<file path="config.mk">
export PLATFORM = sky130hd
export DESIGN_NAME = helper_ctrl_arbiter
export DESIGN_NICKNAME = d
export VERILOG_FILES = /design/src/rtl/helper_ctrl_arbiter_pkg.sv /design/src/rtl/bell_sequencer.sv /design/src/rtl/helper_ctrl_arbiter.sv
export SDC_FILE = /design/constraint.sdc
export NUM_CORES = 1
export LEC_CHECK = 0
export CORE_ASPECT_RATIO = 1.5
export CORE_UTILIZATION = 45
export CTS_BUF_LIST = sky130_fd_sc_hd__clkbuf_4
export DETAILED_ROUTE_END_ITERATION = 8
export PLACE_DENSITY = 0.63
export SLEW_MARGIN = 30
export SYNTH_ARGS = -nofsm -noshare
export SYNTH_HDL_FRONTEND = slang
export SYNTH_SLANG_ARGS = --single-unit
</file>
<file path="constraint.sdc">
create_clock -name clk -period 2.95 [get_ports clk]
set_clock_uncertainty 0.1 [all_clocks]
set_input_delay 0.4425 -clock clk [delete_from_list [all_inputs] [get_ports clk]]
set_output_delay 0.4425 -clock clk [all_outputs]
set_load 0.03 [all_outputs]
</file>
<file path="src/rtl/helper_ctrl_arbiter_pkg.sv">
// Shared definitions for the helper control path: control-byte bit
// positions (also used by the LoRa receiver) and the arbiter state codes.
package helper_ctrl_arbiter_pkg;

    localparam int LED_BIT  = 7;
    localparam int RGB_BIT  = 6;
    localparam int BELL_BIT = 5;
    localparam int MODE_MSB = 4;
    localparam int MODE_LSB = 2;

    localparam logic [1:0] ST_IDLE     = 2'd0;
    localparam logic [1:0] ST_REMOTE   = 2'd1;
    localparam logic [1:0] ST_LOCAL    = 2'd2;
    localparam logic [1:0] ST_FAILSAFE = 2'd3;

endpackage

</file>
<file path="src/rtl/bell_sequencer.sv">
// Bell sequencer: turns a steady enable into an audible on/off pattern
// measured in millisecond ticks, starting with an on-phase.
module bell_sequencer #(
    parameter int BELL_ON_MS  = 200,
    parameter int BELL_OFF_MS = 300
) (
    input  logic clk,
    input  logic rst,
    input  logic tick,
    input  logic en,
    output logic bell
);

    localparam int MAXP = (BELL_ON_MS > BELL_OFF_MS) ? BELL_ON_MS : BELL_OFF_MS;
    localparam int PW   = $clog2(MAXP + 1);

    logic [PW-1:0] phase_q, phase_d;
    logic          bell_q, bell_d;

    // A zero phase counter while enabled means the enable has just risen,
    // because an enabled sequencer always holds a nonzero phase length.
    always_comb begin
        phase_d = phase_q;
        bell_d  = bell_q;
        if (!en) begin
            phase_d = '0;
            bell_d  = 1'b0;
        end else if (phase_q == '0) begin
            phase_d = PW'(BELL_ON_MS);
            bell_d  = 1'b1;
        end else if (tick) begin
            if (phase_q == PW'(1)) begin
                bell_d  = !bell_q;
                phase_d = bell_q ? PW'(BELL_OFF_MS) : PW'(BELL_ON_MS);
            end else begin
                phase_d = phase_q - PW'(1);
            end
        end
    end

    // Phase and bell state registers, cleared asynchronously.
    always_ff @(posedge clk or posedge rst) begin
        if (rst) begin
            phase_q <= '0;
            bell_q  <= 1'b0;
        end else begin
            phase_q <= phase_d;
            bell_q  <= bell_d;
        end
    end

    assign bell = bell_q;

endmodule

</file>
<file path="src/rtl/helper_ctrl_arbiter.sv">
// Output owner for the helper: arbitrates lamps and bell between the LoRa
// link and the local panel, supervises the link with a ms watchdog and
// falls back to a safe control byte when the link is lost.
module helper_ctrl_arbiter
    import helper_ctrl_arbiter_pkg::*;
#(
    parameter int         TICK_DIV        = 50000,
    parameter int         LINK_TIMEOUT_MS = 2000,
    parameter int         HOLD_MS         = 5000,
    parameter int         BELL_ON_MS      = 200,
    parameter int         BELL_OFF_MS     = 300,
    parameter logic [7:0] FAILSAFE_CTRL   = 8'h80
) (
    input  logic       clk,
    input  logic       rst,
    input  logic       lora_ok,
    input  logic [7:0] lora_ctrl,
    input  logic       local_req,
    input  logic [7:0] local_ctrl,
    output logic       led,
    output logic       rgb,
    output logic [2:0] rgb_mode,
    output logic       bell,
    output logic       src_remote,
    output logic       link_up
);

    localparam int PW = (TICK_DIV > 1) ? $clog2(TICK_DIV) : 1;
    localparam int WW = $clog2(LINK_TIMEOUT_MS + 1);
    localparam int HW = $clog2(HOLD_MS + 1);

    logic [PW-1:0] presc_q, presc_d;
    logic          tick;
    logic [WW-1:0] wd_q, wd_d;
    logic [HW-1:0] hold_q, hold_d;
    logic [1:0]    state_q, state_d;
    logic [7:2]    shadow_q, shadow_d;
    logic [7:2]    localCtrl_q, localCtrl_d;
    logic [7:2]    activeCtrl_q, activeCtrl_d;
    logic          linkUp_q, linkUp_d;
    logic          wdExpire, holdExpire;
    logic          unusedReserved;

    assign unusedReserved = ^{lora_ctrl[1:0], local_ctrl[1:0]};

    assign tick = (presc_q == PW'(TICK_DIV - 1));

    // Free-running millisecond prescaler; the tick fires on the wrap cycle.
    always_comb begin
        presc_d = tick ? '0 : presc_q + PW'(1);
    end

    // Watchdog, hold timer and the two latched control bytes. Frames always
    // refresh the shadow and watchdog, whichever source owns the outputs.
    always_comb begin
        wd_d = wd_q;
        if (lora_ok) begin
            wd_d = WW'(LINK_TIMEOUT_MS);
        end else if (tick && (wd_q != '0)) begin
            wd_d = wd_q - WW'(1);
        end
        hold_d = hold_q;
        if (local_req) begin
            hold_d = HW'(HOLD_MS);
        end else if (tick && (hold_q != '0)) begin
            hold_d = hold_q - HW'(1);
        end
        shadow_d    = lora_ok ? lora_ctrl[7:2] : shadow_q;
        localCtrl_d = local_req ? local_ctrl[7:2] : localCtrl_q;
    end

    assign wdExpire   = !lora_ok && tick && (wd_q == WW'(1));
    assign holdExpire = !local_req && tick && (hold_q == HW'(1));
    assign linkUp_d   = (wd_d != '0);

    // Ownership FSM. Local requests always win; a lapsing hold returns to the
    // radio only if the watchdog is still alive after this cycle.
    always_comb begin
        state_d = state_q;
        case (state_q)
            ST_IDLE, ST_FAILSAFE: begin
                if (local_req) begin
                    state_d = ST_LOCAL;
                end else if (lora_ok) begin
                    state_d = ST_REMOTE;
                end
            end
            ST_REMOTE: begin
                if (local_req) begin
                    state_d = ST_LOCAL;
                end else if (wdExpire) begin
                    state_d = ST_FAILSAFE;
                end
            end
            ST_LOCAL: begin
                if (holdExpire) begin
                    state_d = linkUp_d ? ST_REMOTE : ST_IDLE;
                end
            end
            default: state_d = ST_IDLE;
        endcase
    end

    // The active byte follows the next state so a strobe shows one cycle later.
    always_comb begin
        case (state_d)
            ST_REMOTE:   activeCtrl_d = shadow_d;
            ST_LOCAL:    activeCtrl_d = localCtrl_d;
            ST_FAILSAFE: activeCtrl_d = FAILSAFE_CTRL[7:2];
            default:     activeCtrl_d = '0;
        endcase
    end

    // All arbiter state, cleared asynchronously so nothing survives a reset.
    always_ff @(posedge clk or posedge rst) begin
        if (rst) begin
            presc_q      <= '0;
            wd_q         <= '0;
            hold_q       <= '0;
            state_q      <= ST_IDLE;
            shadow_q     <= '0;
            localCtrl_q  <= '0;
            activeCtrl_q <= '0;
            linkUp_q     <= 1'b0;
        end else begin
            presc_q      <= presc_d;
            wd_q         <= wd_d;
            hold_q       <= hold_d;
            state_q      <= state_d;
            shadow_q     <= shadow_d;
            localCtrl_q  <= localCtrl_d;
            activeCtrl_q <= activeCtrl_d;
            linkUp_q     <= linkUp_d;
        end
    end

    bell_sequencer #(
        .BELL_ON_MS  (BELL_ON_MS),
        .BELL_OFF_MS (BELL_OFF_MS)
    ) u_bell (
        .clk  (clk),
        .rst  (rst),
        .tick (tick),
        .en   (activeCtrl_q[BELL_BIT]),
        .bell (bell)
    );

    assign led        = activeCtrl_q[LED_BIT];
    assign rgb        = activeCtrl_q[RGB_BIT];
    assign rgb_mode   = activeCtrl_q[MODE_MSB:MODE_LSB];
    assign src_remote = (state_q == ST_REMOTE);
    assign link_up    = linkUp_q;

endmodule

</file>
### After elaboration in Yosys (flattened, before gate mapping)

Cells that the tools add are included.

* flip-flop bits (word level): 71
* input bits: 20
* output and inout bits: 8

* add/subtract/negate cells: 4
* equal/unequal tests: 12
* mux-type cells: 24
* reductions and logical operators: 17

Operators by type and width (number)
* $mux W9: 5
* $mux W13: 2
* $mux W11: 2
* $reduce_bool A11 Y1: 2
* $pmux W6 S3: 1
* $add A16 B1 Y16 const B: 1
* $eq A16 B16 Y1 const B: 1
* $mux W16: 1
* $eq A13 B1 Y1 const B: 1
* $reduce_bool A13 Y1: 1
* $sub A13 B1 Y13 const B: 1
* $mux W6: 2
* $eq A11 B1 Y1 const B: 1
* $sub A11 B1 Y11 const B: 1
* $mux W2: 5
* $eq A9 B1 Y1 const B: 1
* $logic_not A9 Y1: 1
* $sub A9 B1 Y9 const B: 1
* $eq A2 B2 Y1 const B: 4
* $logic_and A1 B1 Y1: 6
* $pmux W2 S3: 1
* $mux W1: 5
* $eq A2 B1 Y1 const B: 2
* $logic_not A1 Y1: 3
* 6 further kinds: 6

### Depth between registers and ports, before layout

* depth after elaboration: 10
* depth in mapped cells: 11

### By module

A second synthesis with hierarchy kept.

* cell total of the unflattened synthesis: 377
* area total of the unflattened synthesis: 3822.4 um^2

Modules (own cells, without submodules)
* helper_ctrl_arbiter: times used 1, cells each 296, area each 3116.7 um^2, seq. area each 1526.5 um^2
* bell_sequencer: times used 1, cells each 81, area each 705.7 um^2, seq. area each 250.2 um^2

### Least setup slack after synthesis

Ideal clock, no wire load.

* path type: register to register
* start: register presc_q[4]
* end: register activeCtrl_q[7] in the netlist's numbering
* setup time: 0.121 ns
* arrival time: 2.794 ns
* setup slack: -0.065 ns
* stages on the path, launching flop included: 9
* path buffers: 1
* period minus slack after synthesis: 3.015 ns
* path through: dfrtp_1 or4b_4 or4_4 buf_6 nor3_1 mux2_2 nor4_4 a21oi_4 a22o_1

* cells in the longest elaborated chain, start to end: 10
* elaborated cells on any way between the ends: 18

RTL lines
* start, declared: RTL line helper_ctrl_arbiter.sv:32 `logic [PW-1:0] presc_q, presc_d;`
* start signal, assigned: RTL line helper_ctrl_arbiter.sv:126 `presc_q <= presc_d;`
* $eq A16 B16 Y1 *: RTL line helper_ctrl_arbiter.sv:46 `assign tick = (presc_q == PW'(TICK_DIV - 1));`
* $logic_and A1 B1 Y1: RTL line helper_ctrl_arbiter.sv:59 `end else if (tick && (wd_q != '0)) begin`
* $mux W11: RTL line helper_ctrl_arbiter.sv:59
* $mux W11: RTL line helper_ctrl_arbiter.sv:57 `if (lora_ok) begin`
* $reduce_bool A11 Y1: RTL line helper_ctrl_arbiter.sv:74 `assign linkUp_d = (wd_d != '0);`
* $mux W1: RTL line helper_ctrl_arbiter.sv:97 `state_d = linkUp_d ? ST_REMOTE : ST_IDLE;`
* $mux W2: RTL line helper_ctrl_arbiter.sv:96 `if (holdExpire) begin`
* $pmux W2 S3 *: RTL line helper_ctrl_arbiter.sv:80 `case (state_q)`
* net state_d[0]: RTL line helper_ctrl_arbiter.sv:36 `logic [1:0] state_q, state_d;`
* $eq A2 B2 Y1 or $eq A2 B1 Y1 (tied branches): RTL line helper_ctrl_arbiter.sv:106 `case (state_d)`
* $pmux W6 S3 *: RTL line helper_ctrl_arbiter.sv:106
* net activeCtrl_d, one bit: RTL line helper_ctrl_arbiter.sv:39 `logic [7:2] activeCtrl_q, activeCtrl_d;`
* end signal, assigned: RTL line helper_ctrl_arbiter.sv:132 `activeCtrl_q <= activeCtrl_d;`
* end, declared: RTL line helper_ctrl_arbiter.sv:39

The timed path passes the listed nets; every way through them passes the cells marked *.
A chain may end at the register's enable or synchronous reset.

### Worst setup path after layout

* start: register presc_q[12]
* end: register activeCtrl_q[3] in the netlist's numbering

* cells in the longest elaborated chain, start to end: 10
* elaborated cells on any way between the ends: 18

RTL lines
* $eq A16 B16 Y1 *: RTL line helper_ctrl_arbiter.sv:46
* $logic_and A1 B1 Y1 *: RTL line helper_ctrl_arbiter.sv:59
* $mux W11 *: RTL line helper_ctrl_arbiter.sv:59
* $mux W11 *: RTL line helper_ctrl_arbiter.sv:57
* net wd_d[6]: RTL line helper_ctrl_arbiter.sv:34 `logic [WW-1:0] wd_q, wd_d;`
* $reduce_bool A11 Y1 *: RTL line helper_ctrl_arbiter.sv:74
* $mux W1 *: RTL line helper_ctrl_arbiter.sv:97
* $mux W2 *: RTL line helper_ctrl_arbiter.sv:96
* $pmux W2 S3 *: RTL line helper_ctrl_arbiter.sv:80
* net state_d[0]: RTL line helper_ctrl_arbiter.sv:36
* $eq A2 B2 Y1 or $eq A2 B1 Y1 (tied branches): RTL line helper_ctrl_arbiter.sv:106
* $pmux W6 S3 *: RTL line helper_ctrl_arbiter.sv:106
* net activeCtrl_d, one bit: RTL line helper_ctrl_arbiter.sv:39

Marked as above.

==> results.sh <==
export IMPL_status="finished, violations left"
export IMPL_violations="setup timing"
export IMPL_area_growth_syn_to_layout_pct=21.7
export IMPL_timing_rr_end="activeCtrl_q[3]$_DFF_PP0_"
export IMPL_fmax_ghz=0.330
export IMPL_rows=40
export IMPL_numPortBuffers=23
export IMPL_powerDensity_nw_per_um2=519
export IMPL_ys_warn_count=0
export IMPL_crit_fanout=7
export IMPL_gp_congestion=0.808
export IMPL_tns_ns=-0.333
export IMPL_grt_pass1_vias=2923
export IMPL_cts_sinks=71
export IMPL_ant_nets=0
export IMPL_holdBufCountCts=0
export IMPL_synth_flop_cell="dfrtp_1"
export IMPL_dr_pass1_iters=4
export IMPL_fin_crit_ns=3.03
export IMPL_num_vias=2979
export IMPL_worstPathArrival_ns=3.29
export IMPL_critPathSlowestCell="or4_4"
export IMPL_busiest_layer="met2"
export IMPL_path_class="reg -> reg"
export IMPL_tritoncts="built"
export IMPL_slew_violations=0
export IMPL_antenna_found_initial=0
export IMPL_hpwl_mm=5.66
export IMPL_grt_overflow=0
export IMPL_layout_drive_gt1_share=0.206
export IMPL_p_leak_nw=1.88
export IMPL_final_area_sq_um=4550
export IMPL_synth_area_sq_um=3740
export IMPL_root_buffer="clkbuf_4"
export IMPL_drt_iter0_drc=179
export IMPL_rsz0062_at_grt="true"
export IMPL_ys_ff_latch=71
export IMPL_maxCapViolCount=0
export IMPL_initial_core_util=0.464
export IMPL_fill_cells=736
export IMPL_viasPerCell=5.40
export IMPL_synth_seq_area_share=0.475
export IMPL_relSlewSlack=0.531
export IMPL_required_ns=3.21
export IMPL_nNetsFinal=472
export IMPL_clockBufferDepth=2
export IMPL_cp_top_family="simple AND/OR/NAND/NOR gates"
export IMPL_synthesis_nets=410
export IMPL_h_tree_depth=3
export IMPL_avgSynthCellArea_sq_um=9.85
export IMPL_drt_wl_total_mm=8.02
export IMPL_worstSetupStartpoint="presc_q[12]$_DFF_PP0_"
export IMPL_final_util=0.565
export IMPL_fp_dieArea_sq_um=8690
export IMPL_tightest_slew_ns=0.698
export IMPL_grt_use_met3=0.0368
export IMPL_timing_final_ws_setup_ns=-0.0770
export IMPL_path_buf_inv=0
export IMPL_r2r_worst_path_cells=7
export IMPL_track_usage=0.198
export IMPL_synth_distinct_cells=56
export IMPL_hold_path_class="in -> async"
export IMPL_critical_path_max_stage_delay_ns=0.62
export IMPL_die_h_um=114
export IMPL_wl_per_cell_um=14.5
export IMPL_synth_cells=380
export IMPL_die_w_um=76.5
export IMPL_grt_first_pass_wirelength_mm=13.5
export IMPL_diodes=0
export IMPL_synth_edf_count=0
export IMPL_crit_chain="or4_4, or4_4, or4_4, nand3_2, nor4_4, a21oi_4, mux2i_1"
export IMPL_final_setup_viol_count=6
export IMPL_ir_drop_v=0.000428
export IMPL_clk_latency_ns=0.44
export IMPL_drc_errors=0
export IMPL_reg2reg_setup_slack_ns=-0.08
export IMPL_fin_crit_sh=1.03
export IMPL_startpoint_type="register"
export IMPL_crit_path_end_kind="register"
export IMPL_hold_viol=0
export IMPL_reg2reg_from="presc_q[12]$_DFF_PP0_"
export IMPL_grt_max_degree=48
export IMPL_grt_util_met2=0.352
export IMPL_path_clk_slew_ns=0.12
export IMPL_ios=28
export IMPL_numCtsBuffers=9
export IMPL_dpl_instance_area_sq_um=4310
export IMPL_grtUsageMet1=0.226
export IMPL_async_flop_share=1.00
export IMPL_crit_path_frequent_cell="or4_4"
export IMPL_core_sq_um=8060
==> sequential cells by signal, indices dropped and copies added (netlist names) <==
register and cells:
state_q 2, link_up 1, u_bell.bell 1, presc_q 16, wd_q 11, activeCtrl_q 6
shadow_q 6, u_bell.phase_q 9, localCtrl_q 6, hold_q 13
==> through the flow <==
step	setup slack [ns]	cells	total power [mW]	hold slack (ns)
final	-0.0770	552	2.36	0.252
after global routing	-0.166	552	2.49	0.285
after detailed placement	-0.128	531	1.68	0.381
after CTS	-0.0540	550	2.39	0.265
after floorplan	0.000221	380	1.48	0.346
after global placement	-0.0877	531	1.67	0.360
==> metal layers <==
layer  share of wire  routed length (um)
met5               0                   0
met1            0.43                3460
met2            0.52                4130
met4           0.022                 177
met3           0.031                 251
==> placed cells by master, fill, tap and decap left out, types with 3 or more instances in the layout <==
master / netlist / layout
nor2_1: 47 / 47
a211oi_1: 3 / 3
mux2i_1: 8 / 8
a21boi_0: 3 / 3
nand2_1: 46 / 46
buf_4: 0 / 35
nand4_1: 3 / 3
clkbuf_4: 0 / 9
a21oi_1: 14 / 14
nor3_1: 8 / 7
nand2b_1: 3 / 3
nor4_1: 8 / 7
xor2_1: 10 / 10
mux2_2: 13 / 12
inv_1: 16 / 14
or2_2: 3 / 3
ha_1: 10 / 10
xnor2_1: 15 / 15
or4_4: 2 / 6
clkdlybuf4s50_1: 0 / 23
clkinv_2: 0 / 3
and3_1: 5 / 4
nor2b_1: 4 / 4
o21ai_0: 17 / 17
or3_1: 6 / 6
dfrtp_1: 71 / 71
nand3_1: 14 / 13
o31ai_2: 2 / 3
==> cell usage after synthesis, types with 2 or more instances <==
library cell	n	area share
xnor2_1	15	0.035
nor4b_1	2	0.0047
clkbuf_1	6	0.0060
o211ai_1	2	0.0040
inv_1	16	0.016
a22o_1	2	0.0047
nand4_1	3	0.0050
o21ai_0	17	0.023
or4_1	4	0.0080
or4_4	2	0.0060
nor2b_1	4	0.0067
and3_1	5	0.0084
a21boi_0	3	0.0060
and4_1	2	0.0047
o31ai_2	2	0.0067
nor2_1	47	0.047
nand2_1	46	0.046
a21oi_1	14	0.019
mux2_2	13	0.039
nor3b_1	2	0.0040
o31ai_1	3	0.0060
ha_1	10	0.033
or3_1	6	0.010
nand3_1	14	0.019
nor4_1	8	0.013
nand2b_1	3	0.0050
or2_2	3	0.0050
xor2_1	10	0.023
mux2i_1	8	0.021
nor3_1	8	0.011
a211oi_1	3	0.0060
and2_1	2	0.0033
dfrtp_1	71	0.47
nand4b_1	2	0.0047
==> worst max-delay path by stage <==
| stage | end | slack, ns | cells after the start |
|---|---|---|---|
| finish | activeCtrl_q[3]$_DFF_PP0_ | -0.08 | 7 |
| global route | activeCtrl_q[7]$_DFF_PP0_ | -0.17 | 9 |
| floorplan | activeCtrl_q[7]$_DFF_PP0_ | 0.0002 | 9 |
| CTS | activeCtrl_q[7]$_DFF_PP0_ | -0.05 | 7 |
| detailed placement | activeCtrl_q[7]$_DFF_PP0_ | -0.13 | 7 |
| global placement | activeCtrl_q[7]$_DFF_PP0_ | -0.09 | 7 |
==> what timing repair did <==
item                                    4_1_cts  5_1_grt
cloned                                        1        0
gates resized for setup                       8        3
pin swaps                                     8        3
buffers inserted                              2        2
endpoints found under the setup margin        6        7
==> power by group <==
group | total [mW] | leakage, nW | switching [mW] | internal, mW
clock | 0.696 | 0.0871 | 0.359 | 0.338
combinational | 0.574 | 0.911 | 0.319 | 0.255
sequential | 1.09 | 0.880 | 0.0506 | 1.04
==> layout make-up <==
cell class | instances | area [sq um] | share of cell area
tap | 105 | 131 | 0.0288
sequential | 71 | 1780 | 0.390
clock inverter | 7 | 87.6 | 0.0192
clock buffer | 9 | 67.6 | 0.0148
timing repair buffer | 59 | 513 | 0.113
inverter | 17 | 63.8 | 0.0140
multi-input combinational | 284 | 1910 | 0.420
==> logic make-up (layout without fill, tap and decap cells) <==
| group | after synthesis | in the layout | synth area share |
|---|---|---|---|
| simple gates | 171 | 172 | 0.241 |
| compound gates | 56 | 56 | 0.101 |
| xor+xnor | 25 | 25 | 0.0585 |
| fa+ha+maj | 10 | 10 | 0.0334 |
| buf+inv | 26 | 92 | 0.0314 |
| flops | 71 | 71 | 0.475 |
| mux | 21 | 21 | 0.0605 |
Power figures use the tool's default switching activity.
